`src/rtl/imem_loader_pkg.sv`:
```
// Shared constants for the boot loader and the instruction memory it feeds.
// Contents:
//   WORD_W, BYTE_W         instruction word and stream byte widths
//   DEF_ADDR_W, DEF_DEPTH  instruction memory geometry, shared with the imem
//   state_t                loader FSM states
package imem_loader_pkg;

  localparam int WORD_W     = 16;
  localparam int BYTE_W     = 8;
  localparam int DEF_ADDR_W = 12;
  localparam int DEF_DEPTH  = 1 << DEF_ADDR_W;

  typedef enum logic [3:0] {
    ST_IDLE,
    ST_CNT_LO,
    ST_CNT_HI,
    ST_DATA_LO,
    ST_DATA_HI,
    ST_WRITE,
    ST_CHK,
    ST_RUN,
    ST_ERR
  } state_t;

endpackage

```
`src/rtl/imem_loader_byte_pair_assembler.sv`:
```
// Byte-pair assembler for the program loader.
// Keeps the low byte of a little-endian pair and presents the full 16-bit
// word combinationally while the high byte is on the bus. Also keeps the
// running XOR of every accepted byte of the frame.
// Ports:
//   clk, rst    clock and asynchronous active-low reset
//   clear       restart the running XOR for a new frame
//   en          a byte is accepted this cycle
//   lo_sel      the accepted byte is the low half of a pair
//   in_data     stream byte
//   word        {in_data, stored low byte}
//   xor_next    running XOR including in_data
module imem_loader_byte_pair_assembler
  import imem_loader_pkg::*;
(
  input  logic              clk,
  input  logic              rst,
  input  logic              clear,
  input  logic              en,
  input  logic              lo_sel,
  input  logic [BYTE_W-1:0] in_data,
  output logic [WORD_W-1:0] word,
  output logic [BYTE_W-1:0] xor_next
);

  logic [BYTE_W-1:0] lo_q;
  logic [BYTE_W-1:0] xor_q;

  // Capture the low byte of each pair so it can be joined with the high byte.
  always_ff @(posedge clk or negedge rst) begin
    if (!rst) begin
      lo_q <= '0;
    end else if (en && lo_sel) begin
      lo_q <= in_data;
    end
  end

  // Fold every accepted byte into the checksum; clear only at frame start.
  always_ff @(posedge clk or negedge rst) begin
    if (!rst) begin
      xor_q <= '0;
    end else if (clear) begin
      xor_q <= '0;
    end else if (en) begin
      xor_q <= xor_next;
    end
  end

  assign word     = {in_data, lo_q};
  assign xor_next = xor_q ^ in_data;

endmodule

```
`src/rtl/imem_loader.sv`:
```
// Boot-time program loader for the 16-bit core's instruction memory.
// Accepts a byte stream (count, little-endian words, XOR checksum), writes
// the words to consecutive imem addresses from 0 and holds the core in
// reset until a frame with a good checksum has been loaded.
// Ports:
//   clk, rst               clock and asynchronous active-low reset
//   start                  begin a load (honoured in IDLE, RUN, ERR)
//   in_data/valid/ready    byte stream handshake
//   imem_we/addr/data      instruction memory write port
//   core_rst               synchronous reset to the core, low only in RUN
//   done, error            load outcome flags
module imem_loader
  import imem_loader_pkg::*;
#(
  parameter int ADDR_W = DEF_ADDR_W,
  parameter int DEPTH  = DEF_DEPTH
) (
  input  logic              clk,
  input  logic              rst,
  input  logic              start,
  input  logic [BYTE_W-1:0] in_data,
  input  logic              in_valid,
  output logic              in_ready,
  output logic              imem_we,
  output logic [ADDR_W-1:0] imem_addr,
  output logic [WORD_W-1:0] imem_data,
  output logic              core_rst,
  output logic              done,
  output logic              error
);

  // Count and index comparisons are done one bit wider than the 16-bit count
  // so that DEPTH itself is representable and N == DEPTH is legal.
  localparam logic [WORD_W:0] DEPTH_EXT = (WORD_W + 1)'(DEPTH);

  state_t            state;
  state_t            next_state;
  logic              xfer;
  logic              start_load;
  logic              lo_sel;
  logic              last_word;
  logic [ADDR_W:0]   idx;
  logic [ADDR_W:0]   idx_inc;
  logic [WORD_W-1:0] n_q;
  logic [WORD_W-1:0] word;
  logic [BYTE_W-1:0] xor_next;

  assign xfer       = in_valid && in_ready;
  assign start_load = start && ((state == ST_IDLE) || (state == ST_RUN) || (state == ST_ERR));
  assign lo_sel     = (state == ST_CNT_LO) || (state == ST_DATA_LO);
  assign idx_inc    = idx + 1'b1;
  assign last_word  = ((WORD_W + 1)'(idx_inc) == {1'b0, n_q});

  imem_loader_byte_pair_assembler u_byte_pair_assembler (
    .clk      (clk),
    .rst      (rst),
    .clear    (start_load),
    .en       (xfer),
    .lo_sel   (lo_sel),
    .in_data  (in_data),
    .word     (word),
    .xor_next (xor_next)
  );

  // State register.
  always_ff @(posedge clk or negedge rst) begin
    if (!rst) begin
      state <= ST_IDLE;
    end else begin
      state <= next_state;
    end
  end

  // Next-state logic. The count is checked against DEPTH as soon as its high
  // byte arrives, so an oversized frame never touches memory.
  always_comb begin
    next_state = state;
    unique case (state)
      ST_IDLE, ST_RUN, ST_ERR: if (start) next_state = ST_CNT_LO;
      ST_CNT_LO:  if (xfer) next_state = ST_CNT_HI;
      ST_CNT_HI: begin
        if (xfer) begin
          if ({1'b0, word} > DEPTH_EXT) next_state = ST_ERR;
          else if (word == '0)          next_state = ST_CHK;
          else                          next_state = ST_DATA_LO;
        end
      end
      ST_DATA_LO: if (xfer) next_state = ST_DATA_HI;
      ST_DATA_HI: if (xfer) next_state = ST_WRITE;
      ST_WRITE:   next_state = last_word ? ST_CHK : ST_DATA_LO;
      ST_CHK: begin
        if (xfer) next_state = (xor_next == '0) ? ST_RUN : ST_ERR;
      end
      default:    next_state = ST_IDLE;
    endcase
  end

  // Outputs decoded purely from the state register so in_ready never
  // depends on in_valid.
  always_comb begin
    in_ready = 1'b0;
    imem_we  = 1'b0;
    core_rst = 1'b1;
    done     = 1'b0;
    error    = 1'b0;
    unique case (state)
      ST_CNT_LO, ST_CNT_HI, ST_DATA_LO, ST_DATA_HI, ST_CHK: in_ready = 1'b1;
      ST_WRITE: imem_we = 1'b1;
      ST_RUN: begin
        core_rst = 1'b0;
        done     = 1'b1;
      end
      ST_ERR:  error = 1'b1;
      default: ;
    endcase
  end

  // Word index: cleared at frame start, advanced once per write.
  always_ff @(posedge clk or negedge rst) begin
    if (!rst) begin
      idx <= '0;
    end else if (start_load) begin
      idx <= '0;
    end else if (state == ST_WRITE) begin
      idx <= idx_inc;
    end
  end

  // Word count captured when its high byte arrives.
  always_ff @(posedge clk or negedge rst) begin
    if (!rst) begin
      n_q <= '0;
    end else if ((state == ST_CNT_HI) && xfer) begin
      n_q <= word;
    end
  end

  // Write address and data are loaded on the high byte so they are stable
  // during WRITE, and they hold their values afterwards.
  always_ff @(posedge clk or negedge rst) begin
    if (!rst) begin
      imem_addr <= '0;
      imem_data <= '0;
    end else if ((state == ST_DATA_HI) && xfer) begin
      imem_addr <= idx[ADDR_W-1:0];
      imem_data <= word;
    end
  end

endmodule

```
`config.mk`:
```
export PLATFORM = sky130hd
export DESIGN_NAME = imem_loader
export DESIGN_NICKNAME = d
export VERILOG_FILES = /design/src/rtl/imem_loader_pkg.sv /design/src/rtl/imem_loader_byte_pair_assembler.sv /design/src/rtl/imem_loader.sv
export SDC_FILE = /design/constraint.sdc
export NUM_CORES = 1
export LEC_CHECK = 0
export CAP_MARGIN = 20
export CORE_MARGIN = 5
export CORE_UTILIZATION = 50
export CTS_BUF_LIST = sky130_fd_sc_hd__clkbuf_16
export DETAILED_ROUTE_END_ITERATION = 10
export GPL_TIMING_DRIVEN = 1
export PLACE_DENSITY = 0.75
export SLEW_MARGIN = 10
export SYNTH_ARGS = -nofsm -noshare
export SYNTH_HDL_FRONTEND = slang
export SYNTH_SLANG_ARGS = --single-unit
```
`constraint.sdc`:
```
create_clock -name clk -period 2.4 [get_ports clk]
set_input_delay 0.48 -clock clk [delete_from_list [all_inputs] [get_ports clk]]
set_output_delay 0.48 -clock clk [all_outputs]
set_load 0.01 [all_outputs]
```
# Word-level counts from Yosys, hierarchy flattened

Index checks and enable logic that the tools add are counted.

Bits in registers: 77
Input bits: 12
Output and inout bits: 33
Logic and storage cells: 61

Add/subtract/negate cells: 1
Magnitude comparators: 1
Equal/unequal tests: 15
Mux-type cells: 20
Bitwise logic cells: 1
Reduce and logical (&&, ||, !) cells: 16

Operators with widths:

| kind                                                             | count |
|---|---|
| 2-to-1 mux 4 bit                                                 | 8 |
| one-hot mux 4 bit (7 select lines)                               | 1 |
| 2-to-1 mux 13 bit                                                | 2 |
| equality test 13 x 16 -> 1 bit                                   | 1 |
| equality test 4 x 3 -> 1 bit (second input constant)             | 4 |
| greater-than comparator 16 x 13 -> 1 bit (second input constant) | 1 |
| logical NOT 16 bit                                               | 1 |
| 2-to-1 mux 8 bit                                                 | 2 |
| adder 13 x 1 -> 13 bit (second input constant)                   | 1 |
| != test 2 x 1 -> 1 bit (second input constant)                   | 5 |
| equality test 4 x 2 -> 1 bit (second input constant)             | 2 |
| logical NOT 8 bit                                                | 1 |
| bitwise XOR 8 bit                                                | 1 |
| 2-to-1 mux 3 bit                                                 | 2 |
| AND reduction 6 bit                                              | 1 |
| logical AND 1 bit                                                | 5 |
| 2-to-1 mux 1 bit                                                 | 5 |
| OR reduction 5 bit                                               | 1 |
| equality test 4 x 1 -> 1 bit (second input constant)             | 1 |
| equality test 4 bit (second input constant)                      | 1 |
| logical NOT 4 bit                                                | 1 |
| nonzero test 2 bit                                               | 2 |
| logical OR 1 bit                                                 | 3 |
| OR reduction 3 bit                                               | 1 |
| != test 2 bit (second input constant)                            | 1 |

# Depth between registers and ports, before layout

Word-level depth: 6
Gate-level depth with buffers: 11
Depth with buffers taken out: 8

# Hierarchy

Synthesis repeated with hierarchy kept, for this count alone.

Cell total of the unflattened synthesis: 347
Area total of the unflattened synthesis: 3,987.6 sq um

Modules (own cells, without submodules):

| module                          | instances | cells an instance | area each (sq um) | sequential area each (sq um) |
|---|---|---|---|---|
| imem_loader                     | 1         | 279               | 3,099.2           | 1,526.5 |
| imem_loader_byte_pair_assembler | 1         | 68                | 888.4             | 400.4 |

# Worst setup path after synthesis

Ideal clock, no wire load.

Path type: reg-to-reg
Start point: reg idx[0]
End point: reg state[0]
Library setup time: 0.119 ns
Arrival time: 2.252 ns
Data required time: 2.281 ns
Path slack: 0.030 ns
Cell stages (with the launch flop): 8
Path buffers: 0
Clock period less this slack: 2.370 ns
Path through: dfrtp_1 ha_1 nand3_2 or3_4 a32oi_1 o2111ai_1 or4_1 a21bo_1

Longest elaborated chain between the ends: 4

Ends and longest elaborated chain:

| what                               | RTL line           | RTL |
|---|---|---|
| start, declared                    | imem_loader.sv:42  | `logic [ADDR_W:0] idx;` |
| start signal, assigned             | imem_loader.sv:125 | `idx <= idx_inc;` |
| adder 13 x 1 -> 13 bit             | imem_loader.sv:51  | `assign idx_inc = idx + 1'b1;` |
| equality test 13 x 16 -> 1 bit     | imem_loader.sv:52  | `assign last_word = ((WORD_W + 1)'(idx_inc) == {1'b0, n_q});` |
| 2-to-1 mux 3 bit                   | imem_loader.sv:90  | `ST_WRITE: next_state = last_word ? ST_CHK : ST_DATA_LO;` |
| one-hot mux 4 bit (7 select lines) | imem_loader.sv:78  | `unique case (state)` |
| end signal, assigned               | imem_loader.sv:70  | `state <= next_state;` |
| end, declared                      | imem_loader.sv:36  | `state_t state;` |

No other way between the ends.
A chain may end at the register's enable or synchronous reset.

# Worst setup path in the final report

Start point: reg state[2]
End point: out imem_we

Longest elaborated chain between the ends: 2

Ends and longest elaborated chain:

| what                         | RTL line           | RTL |
|---|---|---|
| equality test 4 x 3 -> 1 bit | imem_loader.sv:106 | `unique case (state)` |
| 2-to-1 mux 1 bit             | imem_loader.sv:106 |  |
| end, declared                | imem_loader.sv:24  | `output logic imem_we,` |

No other way between the ends.

==> metrics <==
outcome completed; Mapped Nets around 360; post-synthesis cell count approximately 340; Final Worst Setup Slack between 0.1 and 0.15 ns; register area share after synthesis 49.9%; Worst setup EP type output pin; hold buffer count at CTS 0; # IOs 45; Worst-path clk slew 0.06 ns; largest net degree at the start of global routing 43; clk root buf clkbuf_16; area growth from synthesis to layout 26.7%; fin crit period approximately 2.3 ns; buffer and inverter count on the worst path 2; top post-synthesis cells by area dfrtp_1 50%, mux2_2 15%, xnor2_1 4.8%; CP arrival between 1.5 and 2 ns; family with the most delay on the worst path buffers and inverters; HPWL after DPL 6.46 mm; most frequent cells in the layout 76 x dfrtp_1, 52 x mux2_2, 43 x clkdlybuf4s50_1; CTS Buf Count 9; Tcrit/Tclk final 95.5%; Overall Global Routing Usage about a fifth; distinct cell type count after synthesis between 50 and 60; initial antenna violation count 0; CTS tree done; RSZ-0062 raised after global routing no; DRC 0; Slew @ Worst Pin between 0.4 and 0.5 ns; die area approximately 9600 sq um; CTS Sinks a little under 80; launch point of the worst path state[2]; Vias 2902; P per Cell Area around 1200 nW/um^2; Final setup viols 0; Leak between 2 and 2.5 nW; H-tree Lvls 3; Critical Path Max Stage Delay between 0.5 and 0.6 ns; Post-Synthesis Cell Area 3860 sq um; Antenna Nets Post-Route 0; Yosys top cell by area dfrtp_1; drt initial violations a little under 200; Max Clk Rate 436 MHz; die height roughly 98 microns; critical path required time around 1.9 ns; Yosys warnings 0; GPL Wtd Cong just over 0.9; most common cell after layout, fill and taps aside dfrtp_1; Setup Skew 0.00941 ns; Crit Path Class flop to output pin; Hold Path Class input port to asynchronous set/reset pin; Worst Setup Slack post-DPL -0.0485 ns; GRT overflow 0; grt met2 use ~31%; Nets around 430; grt met3 use approximately 4.4%; hold slack 0.105 ns; Detailed Route WL between 9 and 10 mm; share of cells above drive strength 1 between 20% and 30%; core area between 7000 and 8000 sq um; Clock Path Buffers 2; GR peak layer met2; Util after Layout roughly 64%; worst vdd ir about 0.72 mV; fin. max-slew vios 0; max-cap violations 0; FP Rows 32; DR WL/cell 17.4 microns; Via density ~5.6; r2r startpoint idx[0]; #FFs+latches synth slightly below 80; crit path max fanout 6; Avg Synthesized Cell Area about 11 sq um; clock latency on the worst-skew pair 0.33 ns; Setup TNS Final 0 ns; Die Wd 97.9 microns; slowest stage cell on the critical path clkdlybuf4s50_1; Starting Density about half; first-pass GRT wire length 15.2 mm; met1 Usage GRT 26.3%; top-area cell type share of the netlist area between 40% and 50%; crit path launch type flop; Slew headroom between 60 and 70%; DRT Pass-1 Iters 5; Buffers on Ports between 40 and 50; vias in the first global route ~3000; Final Hold Viols 0; worst-path cell chain nor2b_2 > nand2_1 > inv_1 > clkdlybuf4s50_1; # diodes 0
power breakdown:
part	switching [mW]	total (mW)	leakage (nW)	internal, mW
combinational	0.916	2.14	0.985	1.23
sequential	0.431	2.23	0.982	1.80
clock	0.521	1.32	0.147	0.799
total	1.87	5.69	2.11	3.83
timing repair:
action,4_1_cts,5_1_grt
setup endpoints to repair,0,5
gates resized for setup,0,5
setup buffers,0,1
cell usage after synthesis (all sizes together):
cell      n
nor2     15
o211ai    1
a32oi     2
xor2     14
a221o     1
buf      12
nand2    38
a21bo     2
a21o      4
o2111ai   2
mux2     52
and3      1
a211oi    1
mux2i     4
dfrtp    77
xnor2    21
o21ai    16
or4       2
nor2b     4
nor3b     2
nand3     6
a311o     1
o31ai     9
o22ai     1
o21bai    1
a2111oi   1
o41ai     1
nor4b     1
clkbuf    7
or2b      1
inv       6
nor3      6
or3       2
nor4      7
and2      2
a211o     1
and4      1
a21oi     4
nand4     8
ha        1
o21a      1
or2       3
registers in the layout, indices dropped and copies added (netlist names):
register	flops
u_byte_pair_assembler.xor_q	8
idx	13
n_q	16
imem_data	16
imem_addr	12
u_byte_pair_assembler.lo_q	8
state	4
routing by layer:
layer | vias to the layer above | wire (microns)
li1 | 1361 | -
met1 | 1426 | 4040
met2 | 97 | 4310
met3 | 18 | 463
met4 | 0 | 212
met5 | - | 0
through the flow:
step                      area (sq um)  instances  power (mW)
after global routing              4890        520        6.04
final                             4890        520        5.69
after floorplan                   3860        342        3.47
after CTS                         4860        519        5.69
after global placement            4570        503        4.26
after detailed placement          4570        503        4.35
worst paths after layout:
path | cells after the start | endpoint | slack [ns]
min in group clk | 1 | imem_addr[2] | 0.50
max in group asynchronous | 2 | n_q[7] | 1.72
worst max-delay path | 4 | imem_we | 0.11
worst min-delay path | 1 | idx[11] | 0.10
worst min register to register | 1 | imem_addr[2] | 0.50
worst max register to register | 7 | state[0] | 0.12
kinds of logic (layout without fill, tap and decap cells):
family / after synthesis / after routing / synth area share, %
adders and majority gates: 1 / 1 / 0.324
and+or+nand+nor: 99 / 99 / 13.1
xor gates and xnor gates: 35 / 35 / 7.94
DFF: 77 / 77 / 49.9
buffers and inverters: 25 / 101 / 3.66
muxes: 56 / 56 / 16.2
AOI/OAI and AO/OA: 49 / 49 / 8.82
area by class of cell:
| cell class | instances | area [sq um] |
|---|---|---|
| fill | 623 | 2720 |
| sequential | 77 | 1930 |
| multi-input combinational | 240 | 1810 |
| timing repair buffer | 79 | 713 |
| clock buffer | 9 | 225 |
| tap | 102 | 128 |
| clock inverter | 7 | 65.1 |
| inverter | 6 | 22.5 |
Power figures use the tool's default switching activity.
